[src/rtl/fetch_buffer_pkg.sv]
// fetch_buffer_pkg: shared fetch widths, NOP encoding and the {pc, instr} entry type
package fetch_buffer_pkg;
  localparam int XLEN = 32;
  localparam logic [XLEN-1:0] RV_NOP = 32'h0000_0013;
  localparam int FETCH_DEPTH_DEF = 4;
  typedef struct packed {
    logic [XLEN-1:0] pc;
    logic [XLEN-1:0] instr;
  } fetch_entry_t;
endpackage

[src/rtl/fetch_fifo.sv]
// fetch_fifo: synchronous FIFO with synchronous clear, async active-low reset and occupancy count
module fetch_fifo #(
  parameter int W     = 64,
  parameter int DEPTH = 4
) (
  input  logic                     clk,
  input  logic                     rst,
  input  logic                     clr,
  input  logic                     push,
  input  logic [W-1:0]             din,
  input  logic                     pop,
  output logic [W-1:0]             dout,
  output logic [$clog2(DEPTH):0]   count
);
  localparam int AW = $clog2(DEPTH);
  localparam int CW = AW + 1;
  logic [W-1:0]  mem_q [DEPTH];
  logic [AW-1:0] wr_ptr_q, wr_ptr_d, rd_ptr_q, rd_ptr_d;
  logic [CW-1:0] count_q, count_d;
  always_comb begin
    wr_ptr_d = clr ? '0 : wr_ptr_q + AW'(push);
    rd_ptr_d = clr ? '0 : rd_ptr_q + AW'(pop);
    count_d  = clr ? '0 : count_q + CW'(push) - CW'(pop);
  end
  always_ff @(posedge clk or negedge rst)
    if (!rst) begin
      wr_ptr_q <= '0;
      rd_ptr_q <= '0;
      count_q  <= '0;
    end else begin
      wr_ptr_q <= wr_ptr_d;
      rd_ptr_q <= rd_ptr_d;
      count_q  <= count_d;
    end
  always_ff @(posedge clk)
    if (push && !clr) mem_q[wr_ptr_q] <= din;
  // Upstream flow control must never let a push land on a full queue
  always_ff @(posedge clk)
    if (rst && push && !pop && !clr) assert (count_q != CW'(DEPTH));
  assign dout  = mem_q[rd_ptr_q];
  assign count = count_q;
endmodule

[src/rtl/fetch_buffer.sv]
// fetch_buffer: fetch queue between the PC generator and decode, tracking one in-flight imem read.
// Define FETCH_BYPASS_EN to forward the returning word to decode when the queue is empty.
module fetch_buffer
  import fetch_buffer_pkg::*;
#(
  parameter int DEPTH = FETCH_DEPTH_DEF
) (
  input  logic            clk,
  input  logic            rst,
  input  logic [XLEN-1:0] PCF,
  output logic            StallF,
  output logic            imem_req,
  output logic [XLEN-1:0] imem_addr,
  input  logic [XLEN-1:0] imem_rdata,
  input  logic            StallD,
  input  logic            FlushD,
  output logic            ValidD,
  output logic [XLEN-1:0] InstrD,
  output logic [XLEN-1:0] PCD,
  output logic [XLEN-1:0] PCPlus4D
);
  localparam int CW = $clog2(DEPTH) + 1;
  logic            inflight_v_q, inflight_v_d;
  logic [XLEN-1:0] inflight_pc_q, inflight_pc_d;
  logic [CW-1:0]   count;
  logic [CW:0]     occupancy;
  fetch_entry_t    fifo_head, inflight_entry, head;
  logic            bypass, pop, fifo_push, fifo_pop;
  // Stall from registered occupancy only, so decode-side inputs never reach StallF
  assign occupancy      = {1'b0, count} + {{CW{1'b0}}, inflight_v_q};
  assign StallF         = occupancy >= (CW+1)'(DEPTH);
  assign imem_req       = rst && !StallF;
  assign imem_addr      = PCF;
  assign inflight_entry = '{pc: inflight_pc_q, instr: imem_rdata};
`ifdef FETCH_BYPASS_EN
  assign bypass = inflight_v_q && count == '0;
`else
  assign bypass = 1'b0;
`endif
  assign head      = bypass ? inflight_entry : fifo_head;
  assign ValidD    = count != '0 || bypass;
  assign pop       = ValidD && !StallD && !FlushD;
  assign fifo_pop  = pop && !bypass;
  assign fifo_push = inflight_v_q && !FlushD && !(bypass && pop);
  assign InstrD    = ValidD ? head.instr : RV_NOP;
  assign PCD       = ValidD ? head.pc : '0;
  assign PCPlus4D  = ValidD ? head.pc + 32'd4 : '0;
  always_comb begin
    inflight_v_d  = imem_req && !FlushD;
    inflight_pc_d = imem_req ? PCF : inflight_pc_q;
  end
  always_ff @(posedge clk or negedge rst)
    if (!rst) begin
      inflight_v_q  <= 1'b0;
      inflight_pc_q <= '0;
    end else begin
      inflight_v_q  <= inflight_v_d;
      inflight_pc_q <= inflight_pc_d;
    end
  fetch_fifo #(.W($bits(fetch_entry_t)), .DEPTH(DEPTH)) u_fifo (
    .clk   (clk),
    .rst   (rst),
    .clr   (FlushD),
    .push  (fifo_push),
    .din   (inflight_entry),
    .pop   (fifo_pop),
    .dout  (fifo_head),
    .count (count)
  );
endmodule

[config.mk]
export PLATFORM = sky130hd
export DESIGN_NAME = fetch_buffer
export DESIGN_NICKNAME = d
export VERILOG_FILES = /design/src/rtl/fetch_buffer_pkg.sv /design/src/rtl/fetch_fifo.sv /design/src/rtl/fetch_buffer.sv
export SDC_FILE = /design/constraint.sdc
export NUM_CORES = 1
export LEC_CHECK = 0
export CORE_ASPECT_RATIO = 1.2
export CORE_MARGIN = 5
export CORE_UTILIZATION = 40
export DETAILED_ROUTE_END_ITERATION = 10
export PLACE_DENSITY_LB_ADDON = 0.25
export SLEW_MARGIN = 40
export SYNTH_ARGS = -nofsm -noshare
export SYNTH_HDL_FRONTEND = slang
export SYNTH_HIERARCHICAL = 1
export SYNTH_SLANG_ARGS = --single-unit
[constraint.sdc]
create_clock -name clk -period 8.7 [get_ports clk]
set_input_delay 0.87 -clock clk [delete_from_list [all_inputs] [get_ports clk]]
set_output_delay 0.87 -clock clk [all_outputs]
set_load 0.005 [all_outputs]
; Yosys cells after proc, flatten, opt, wreduce, memory -nomap -nowiden
; Memories as Yosys holds them, arrays and structs flattened.
; Cells that the tools add are included.
[word_totals]
reg_bits = 40
mem_bits_rw = 256
in_bits = 68
out_inout_bits = 131
word_cells = 31
mem_count = 1
[classes]
addsub = 6
magnitude_cmp = 1
n_mux = 8
n_reduce_logical = 10
[mem_list]
columns = name, words, word_bits, read_ports, rd_ports_with_merged_regs, write_ports, line_no
row1 = u_fifo.mem_q, 4, 64, 1, 0, 1, fetch_fifo.sv:17  ; logic [W-1:0] mem_q [DEPTH];
[op_table]
columns = cell, n
row1 = 32-bit 2-to-1 mux, 3
row2 = "32-bit by 3-bit adder with 32-bit output, second input constant", 1
row3 = 1-bit logical AND, 6
row4 = 2-bit by 1-bit adder with 2-bit output, 2
row5 = 3-bit by 1-bit adder with 4-bit output, 1
row6 = "4-bit by 3-bit >= comparator with 1-bit output, second input constant", 1
row7 = 2-bit 2-to-1 mux, 2
row8 = 3-bit by 1-bit adder with 3-bit output, 1
row9 = 1-bit zero test, 3
row10 = 3-bit 2-to-1 mux, 1
row11 = 3-bit nonzero test, 1
row12 = 3-bit by 1-bit subtractor with 3-bit output, 1
row13 = 1-bit 2-to-1 mux, 2

; Longest topological paths before layout
[logic_depth]
depth_word = 5
ltp_mapped = 10
ltp_nobuf = 9

; Modules after synthesis
; The synthesis kept the hierarchy.
[by_module_without_submodules]
columns = module, instances, cells_each, area_per_inst_um2, seq_area_each_um2
row1 = fetch_fifo, 1, 364, 9678.0, 7862.5
row2 = fetch_buffer, 1, 303, 2690.1, 825.8

; Worst setup path after synthesis
; Ideal clock, no wire load.
[synth_path]
path_kind = input to register
from = input port FlushD
to = memory u_fifo.mem_q[1][0], enable pin
setup_time_ps = 666
t_arrival_ps = 7799
required_ps = 8034
setup_slack_ps = 235
path_stages = 3
path_buffers = 0
path_cell_list = nor2b_1 > inv_1 > nor4b_1
[synth_via]
elab_chain_len = 5
[synth_lines]
columns = item, line_no
row1 = "start, declared", fetch_buffer.sv:16  ; input logic FlushD,
row2 = 1-bit zero test *, "fetch_fifo.sv:36, fetch_buffer.sv:44"
row3 = 1-bit logical AND, fetch_buffer.sv:44  ; assign fifo_push = inflight_v_q && !FlushD && !(bypass && pop);
row4 = 1-bit logical AND *, fetch_fifo.sv:36  ; if (push && !clr) mem_q[wr_ptr_q] <= din;
row5 = 1-bit 2-to-1 mux *, fetch_fifo.sv:36
row6 = 1-bit 2-to-1 mux (not written as such) *, fetch_fifo.sv:36
row7 = "end, declared", fetch_fifo.sv:17
; Every way passes the cells marked *; elsewhere a longest branch is shown, timed or not.

==> metrics.yaml <==
status: "finished, final reports clean"
crit_path_cell_trace: "buf_6, mux4_2, ha_1, and3_2, nand3_2, or4_1, a21oi_1, clkdlybuf4s50_1"
die_width_um: 171
cts_setup_buffers: 0
ys_async_sr_fraction: 0.135
htreeDepth: 1
yosys_warnings: 6
final_max_slew_viol_count: 0
cts_made_buffers: 29
worstSetupPathDepth: 8
synthMuxAreaShare: 0.151
grt_pass1_vias: 7079
end_kind: "output pin"
synth_cell_types: 46
layout-drive-gt1-share: 0.197
cts_root_buf: "clkbuf_16"
syn_to_final_growth_pct: 25.2
die_y_um: 203
fin_skew_ns: 0.0109
synth_edf_count: 256
grt_usage: 0.157
syn_nets: 741
grt_max_degree: 61
cts_hold_buf: 0
cp_max_fo: 38
fin_crit_ns: 5.11
gp_congestion: 0.781
worstMarginPinSlew_ns: 0.712
ant_nets: 0
synth_compound_area_frac: 0.0127
grt_pass1_wl_mm: 42.3
globalRouteOverflowTotal: 0
max_freq_mhz: 196
synth_top_family_by_area: "multiplexers"
leakagePower_nw: 5.09
crit_required_ns: 7.83
netlist_top_cells_area: "edfxtp_1 (62%), mux4_2 (11%), dfrtp_1 (8.1%)"
fillerInstances: 2559
rsz0062_at_grt: "false"
setup_tns_ns: 0
drv_cap: 0
ys.flop_type: "edfxtp_1"
dpl.hpwl_mm: 17.4
rr_worst_depth: 10
synth_xor_area_frac: 0.0110
crit_path_start_kind: "flip-flop"
num-nets-final: 917
viasPerCell: 5.20
core.rowCount: 70
vdd_drop_max_mv: 0.267
clk_latency_ns: 0.53
synth_top_cells_by_count: "edfxtp_1 (256), and2_1 (60), mux4_2 (60), dfrtp_1 (40), mux2_2 (36)"
num_vias: 6552
pin_count: 199
cp_slowest_cell: "dfrtp_4"
worstHoldPathType: "primary input to async pin"
drtIter0Drc: 403
cts_tree: "done"
dieArea_sq_um: 34600
yosysSeqAreaShare: 0.702
drc: 0
crit_buf_inv: 2
cts.sinks: 296
wl_mm: 27.3
wl_per_cell_um: 21.7
crit_type: "flip-flop to output pin"
synthSimpleGateAreaFrac: 0.0736
postCtsResizedCells: 0
setup-violations-final: 0
hold_viol_final: 0
start_util: 0.406
crit_family: "buffers and inverters"
netlist.area_leader.share: 0.622
antenna_found_initial: 0
synth_largest_area_cell: "edfxtp_1"
diodes: 0
synth.most_common_cell: "edfxtp_1"
cellPowerDensity_nw_per_um2: 273
arrival_ns: 4.24
cts.path.max_buffers: 3
finalCritPeriodShare: 0.587
synth-seq-cells: 296
synthCells: 667
slew_headroom: 0.525
clk_pin_slew_ns: 0.06
netlist_area_sq_um: 12400
regArea_sq_um: 8700
syn_area_per_cell_sq_um: 18.5
port_buffers: 198
drtPass1Iterations: 4
crit_path_max_incr_delay_ns: 0.81
core-area_sq_um: 30500
multi_input_area_sq_um: 3190
synthAdderAreaFrac: 0.00668
whs_ns: 0.443
==> flip-flops by register name (all words and copies together) (netlist names) <==
signal / flops
inflight_v_q: 1
u_fifo/wr_ptr_q: 2
u_fifo/rd_ptr_q: 2
u_fifo/count: 3
u_fifo/mem_q: 256
inflight_pc_q: 32
==> power breakdown <==
| group | switching (mW) | internal (mW) | total [mW] |
|---|---|---|---|
| logic | 0.510 | 0.684 | 1.19 |
| registers | 0.0918 | 1.66 | 1.76 |
| clock network | 0.507 | 0.779 | 1.29 |
| total | 1.11 | 3.13 | 4.23 |
==> worst reg2reg max path: cells and delay by family (launching register included) <==
kind          cells  cell delay (ns)
fa+ha+maj         3             0.81
xor+xnor          1             0.21
buf+inv           3             0.48
flops             1             0.45
simple gates      3             0.39
==> per-layer routing <==
metal  GRT usage  vias to the layer above  wire length, um
met2       0.260                      216            13100
li1            -                     2926                -
met5           0                        -                0
met3      0.0312                       33             1730
met4      0.0311                        0              437
met1       0.220                     3377            12100
==> cells in the final DEF (no fill, tap or decap), drive strengths merged, types with 8 or more instances in the layout <==
master and n:
edfxtp 256, clkdlybuf4s50 197, mux4 64, and2 61, dfrtp 40, clkbuf 38, mux2 36, nor2 26
a21oi 12, buf 12, inv 10, nand3 10, clkinv 9, nand2 8
==> kinds of logic (layout without fill, tap and decap cells) <==
group | count (synthesis) | after routing
and+or+nand+nor | 150 | 150
DFF | 296 | 296
xor gates and xnor gates | 14 | 14
adders and majority gates | 6 | 6
muxes | 100 | 100
AOI/OAI and AO/OA | 27 | 27
buffers and inverters | 74 | 272
==> through the flow <==
step,util,cell area (sq um),setup WS (ns),instances,power [mW]
after floorplan,-,12400,0.235,667,2.32
after global placement,0.474,14500,3.81,1207,3.00
after detailed placement,0.476,14500,3.79,1208,3.00
after CTS,0.508,15500,3.18,1261,4.31
after global routing,0.508,15500,3.27,1261,4.46
final,0.508,15500,3.59,1261,4.23
==> path summary, 6_finish.rpt <==
path	slack [ns]	startpoint	endpoint
hold / removal	0.44	rst	inflight_pc_q[28]
setup reg to reg	6.22	u_fifo/count[1]	u_fifo/count[2]
setup / recovery	3.59	u_fifo/rd_ptr_q[0]	PCPlus4D[30]
min in group clk	0.51	inflight_pc_q[21]	u_fifo/mem_q[0][53]
max in group asynchronous	7.76	rst	u_fifo/rd_ptr_q[1]
hold reg to reg	0.51	inflight_pc_q[21]	u_fifo/mem_q[0][53]
==> final cells by class <==
type | count | area share
Tap cell | 396 | 0.0320
Timing Repair Buffer | 209 | 0.135
Clock buffer | 38 | 0.0503
Inverter | 10 | 0.00242
Multi-Input combinational cell | 297 | 0.206
Sequential cell | 296 | 0.562
Clock inverter | 15 | 0.0135
No activity file was read; power rests on OpenSTA's default activity.
